**config.mk**
```make
export PLATFORM = sky130hd
export DESIGN_NAME = flot_accum_seq
export DESIGN_NICKNAME = d
export VERILOG_FILES = /design/src/rtl/flot_accum_seq.sv
export SDC_FILE = /design/constraint.sdc
export NUM_CORES = 1
export LEC_CHECK = 0
export CAP_MARGIN = 20
export CORE_MARGIN = 2
export CORE_UTILIZATION = 50
export CTS_BUF_LIST = sky130_fd_sc_hd__clkbuf_8
export CTS_CLUSTER_DIAMETER = 150
export CTS_CLUSTER_SIZE = 28
export DETAILED_ROUTE_END_ITERATION = 12
export DONT_BUFFER_PORTS = 1
export PLACE_DENSITY = 0.68
export SKIP_LAST_GASP = 1
export SLEW_MARGIN = 25
export SYNTH_ARGS = -nofsm -noshare
export SYNTH_HDL_FRONTEND = slang
export SYNTH_SLANG_ARGS = --single-unit
```
**constraint.sdc**
```tcl
create_clock -name clk -period 2 [get_ports clk]
set_input_delay 0.5 -clock clk [delete_from_list [all_inputs] [get_ports clk]]
set_output_delay 0.5 -clock clk [all_outputs]
set_load 0.01 [all_outputs]
```
**src/rtl/flot_accum_seq.sv**
```systemverilog
// rtl/flot_accum_seq.sv - sequencer reducing NTERMS positive 8-bit floats to one sum through a shared registered adder
// One operand is accepted per ACCUM visit; the adder result comes back one cycle later in WAIT.
module flot_accum_seq #(
    parameter int NTERMS = 9,
    parameter int CNT_W  = 4
) (
    input  logic       clk,
    input  logic       rst_n,
    input  logic       abort,
    input  logic       in_valid,
    output logic       in_ready,
    input  logic [7:0] in_data,
    output logic [7:0] add_a,
    output logic [7:0] add_b,
    input  logic [7:0] add_out,
    output logic       out_valid,
    input  logic       out_ready,
    output logic [7:0] out_data,
    output logic       out_ovf,
    output logic       busy
);

    typedef enum logic [1:0] {
        IDLE  = 2'd0,
        ACCUM = 2'd1,
        WAIT  = 2'd2,
        DONE  = 2'd3
    } state_t;

    state_t           state_q;
    logic [7:0]       acc_q;
    logic [CNT_W-1:0] cnt_q;
    logic [CNT_W-1:0] cnt_d;
    logic             ovf_q;
    logic [2:0]       bexp_q;
    logic             in_ready_q;
    logic             out_valid_q;
    logic             busy_q;

    logic             hs;
    logic             last_term;
    logic [2:0]       max_e;
    logic             wrap;
    logic             unused_bits;

    assign hs        = in_valid && in_ready_q;
    assign cnt_d     = cnt_q + CNT_W'(1);
    assign last_term = (cnt_d == CNT_W'(NTERMS));
    assign max_e     = (acc_q[6:4] > bexp_q) ? acc_q[6:4] : bexp_q;
    // A positive sum can never have a smaller exponent than its larger operand; a drop means it wrapped.
    assign wrap      = (add_out[6:4] < max_e);
    assign unused_bits = &{1'b0, in_data[7], add_out[7]};

    assign add_a     = acc_q;
    assign add_b     = {1'b0, in_data[6:0]};
    assign in_ready  = in_ready_q;
    assign out_valid = out_valid_q;
    assign out_data  = acc_q;
    assign out_ovf   = ovf_q;
    assign busy      = busy_q;

    always_ff @(posedge clk) begin
        if (!rst_n) begin
            state_q     <= IDLE;
            acc_q       <= 8'h00;
            cnt_q       <= '0;
            ovf_q       <= 1'b0;
            bexp_q      <= 3'd0;
            in_ready_q  <= 1'b1;
            out_valid_q <= 1'b0;
            busy_q      <= 1'b0;
        end else if (abort) begin
            state_q     <= IDLE;
            acc_q       <= 8'h00;
            cnt_q       <= '0;
            ovf_q       <= 1'b0;
            in_ready_q  <= 1'b1;
            out_valid_q <= 1'b0;
            busy_q      <= 1'b0;
        end else begin
            case (state_q)
                IDLE: begin
                    if (hs) begin
                        acc_q  <= {1'b0, in_data[6:0]};
                        cnt_q  <= CNT_W'(1);
                        ovf_q  <= 1'b0;
                        busy_q <= 1'b1;
                        if (NTERMS == 1) begin
                            state_q     <= DONE;
                            in_ready_q  <= 1'b0;
                            out_valid_q <= 1'b1;
                        end else begin
                            state_q <= ACCUM;
                        end
                    end
                end
                ACCUM: begin
                    if (hs) begin
                        bexp_q     <= in_data[6:4];
                        state_q    <= WAIT;
                        in_ready_q <= 1'b0;
                    end
                end
                WAIT: begin
                    acc_q <= {1'b0, add_out[6:0]};
                    cnt_q <= cnt_d;
                    ovf_q <= ovf_q | wrap;
                    if (last_term) begin
                        state_q     <= DONE;
                        out_valid_q <= 1'b1;
                    end else begin
                        state_q    <= ACCUM;
                        in_ready_q <= 1'b1;
                    end
                end
                DONE: begin
                    if (out_ready) begin
                        state_q     <= IDLE;
                        out_valid_q <= 1'b0;
                        in_ready_q  <= 1'b1;
                        busy_q      <= 1'b0;
                    end
                end
                default: begin
                    state_q     <= IDLE;
                    in_ready_q  <= 1'b1;
                    out_valid_q <= 1'b0;
                    busy_q      <= 1'b0;
                end
            endcase
        end
    end

endmodule

```
==> impl_results.md <==
- Status: finished, violations left
- Violated checks: negative setup slack
- Max stage delay on crit path: 340 ps
- Fillers: 235
- Setup crit start kind: flop
- Finish-stage setup viols: 1
- Initial drt markers: 11
- Initial Util: 0.522
- Crit end category: flop
- Ys Warns: 0
- Pleak: 0.472 nW
- Register area: 404 sq um
- Worst clock skew: 6.80 ps
- Clock buffer depth: 2
- RSZ-0062 raised after global routing: yes
- Final hold violations: 0
- Core Util, Final: 0.525
- EDFF count, synth: 0
- Syn Inst Count: 149
- Cell Chain, Critical Path: inv_2 -> ha_4 -> nand2_4 -> o21ai_4 -> nor2_1 -> a21oi_1 -> ha_1 -> a2111oi_4 -> nand2b_1 -> o21ai_1
- DR WL/cell: 14.2 um
- Maxcap violations: 0
- Yosys reg bits: 20
- FF-to-FF setup slack: -30 ps
- CP Max Fanout: 5
- DRC errors left: 0
- Final min period: 2030 ps
- Slew Viols, Final: 0
- CTS Buf Count: 3
- Pwr Total: 808 uW
- N_diodes: 0
- Reg-to-Reg Start: bexp_q[2]$_SDFFE_PN0P_
- Placer Congestion: 0.733
- Slowest CP cell: dfxtp_2
- Worst path top cell family by delay: compound AO/OA/AOI/OAI gates
- Critical path class: flop to flop
- Overall die height: 54.6 um
- FMAX: 0.494 GHz
- DIE WIDTH: 54.6 um
- R2R cell count: 10
- PD cells: 627 nW/um^2
- DR vias/cell: 5.61
- Number of global-route vias before repair: 798
- Area of the multi-input gates: 738 sq um
- Cell area after synthesis: 1280 sq um
- CP bufs+invs: 1
- Worst-path clk slew: 70 ps
- Synth area leader: dfxtp_1
- Routed WL: 2370 um
- Total core area: 2450 sq um
- Main synth FF type: dfxtp_1
- Crit path from: bexp_q[2]$_SDFFE_PN0P_
- IO Count: 49
- HPWL Detailed: 1810 um
- Largest net degree at the start of global routing: 18
- Synth top area share: 0.312
- Hold path depth: 1
- Arr. time, crit path: 2210 ps
- Critical Path RT: 2190 ps
- Crit share post-route: 1.01
- Clk root buf: clkbuf_8
- Hold Crit Class: primary input to flop
- Nets: 166
- First-pass GRT wire length: 3530 um
- CTS tree: built
- Vias: 931
- Area delta synth->final: 0.488%
- Post-synth ARST share: 0
- Post-route ant nets: 0
- Final WS setup: -25.5 ps
- Worst Hold Launch: rst_n
- CTS Sinks: 20
- Hold WS: 373 ps
- Hold Path End: bexp_q[0]$_SDFFE_PN0P_
- Synth top area cells: dfxtp_1 31%, buf_4 11%, ha_1 6.8%
- DR pass1 iterations: 4
- Final setup TNS: -25.5 ps
- Clk Latency, worst-skew pair: 250 ps
- Share of layout cells above drive strength 1: 0.199
- GRT Total Usage: 0.167
- VDD IR-drop max: 350 uV
- Syn Area/Cell: 8.61 sq um
- Register area share after synthesis: 0.312
- PortBufs: 0
- Die area: 2990 sq um
- Std cell rows: 18
- Total grt overflow: 0
- Antenna violations before repair: 0
- Post-synthesis cell type count: 38
- CTS H-tree lvls: 1
- RR Endpoint: out_ovf$_SDFFE_PP0P_
## area by class of cell
| cell class | count | area share |
|---|---|---|
| Timing Repair Buffer | 6 | 0.0350 |
| Sequential cell | 20 | 0.314 |
| Tap cell | 30 | 0.0291 |
| Inverter | 6 | 0.0175 |
| Clock buffer | 3 | 0.0320 |
| Multi-Input combinational cell | 101 | 0.573 |
## worst max path at each step
stage                                 endpoint  cells after the start  slack [ps]
final                     out_ovf$_SDFFE_PP0P_                     10         -30
after global routing      out_ovf$_SDFFE_PP0P_                     10        -120
after CTS                 out_ovf$_SDFFE_PP0P_                     10         -40
after detailed placement  out_ovf$_SDFFE_PP0P_                     10        -170
after global placement    out_ovf$_SDFFE_PP0P_                     10         -50
after floorplan           out_ovf$_SDFFE_PP0P_                      9          30
## synthesized netlist by cell type, drive strengths merged (2+ instances only)
cell    number
inv          6
buf         24
nand2       22
nor2b        3
a22oi        2
mux2i        3
nand3        3
a211oi       2
dfxtp       20
a311oi       8
nand2b       3
a21oi        8
ha           7
nor2        16
xnor2        3
and2b        2
o21ai        4
## cell families after synthesis
family                   Yosys count  synth area share
AND/OR/NAND/NOR                   53             0.212
buffers and inverters             30             0.161
XOR/XNOR                           3            0.0205
AO/OA/AOI/OAI                     32             0.200
adder cells (fa/ha/maj)            7            0.0683
flip-flops                        20             0.312
multiplexers                       3            0.0234
other                              1           0.00292
## layout by cell type, fill, tap and decap left out, types with 2 or more instances in the layout
| cell | instances |
|---|---|
| o21ai_0 | 2 |
| nand3_1 | 3 |
| nand2_1 | 20 |
| clkbuf_8 | 3 |
| inv_1 | 4 |
| nor2_1 | 15 |
| mux2i_1 | 3 |
| ha_4 | 2 |
| xnor2_1 | 3 |
| a211oi_1 | 2 |
| nand2b_1 | 2 |
| conb_1 | 3 |
| a21oi_1 | 6 |
| dfxtp_1 | 17 |
| a22oi_1 | 2 |
| a311oi_1 | 7 |
| and2b_1 | 2 |
| ha_1 | 5 |
| nor2b_1 | 3 |
| buf_4 | 6 |
| dfxtp_2 | 3 |
| inv_2 | 2 |
## power by group
part | switching (mW) | total (mW) | internal (mW)
Combinational | 0.0712 | 0.125 | 0.0543
Sequential | 0.0204 | 0.431 | 0.411
Clock | 0.117 | 0.251 | 0.134
Total | 0.209 | 0.808 | 0.599
## sequential cells by signal, indices dropped and copies added, names as in the netlist
| signal | count |
|---|---|
| in_ready | 1 |
| out_ovf | 1 |
| busy | 1 |
| state_q | 2 |
| add_a | 7 |
| cnt_q | 4 |
| out_valid | 1 |
| bexp_q | 3 |
## stage by stage
stage               worst slack, ps  cell area [sq um]  cells
floorplan                      28.3               1300    151
global placement              -53.1               1190    162
detailed placement             -168               1190    162
CTS                           -35.8               1290    166
global route                   -118               1290    166
finish                        -25.5               1290    166
## what timing repair did
action | CTS | global route
setup buffers | 1 | 0
hold buffers | 0 | 0
endpoints found under the setup margin | 1 | 1
gates resized for setup | 10 | 0
gates cloned | 0 | 0
pin swaps | 7 | 0
## metal layers
metal,up-vias,GRT usage,wire (um)
li1,471,-,-
met2,23,0.302,1220
met1,435,0.188,967
met5,-,0,0
met4,0,0.0500,14
met3,2,0.0464,163
Note: power is estimated with default switching activity, not from simulation.
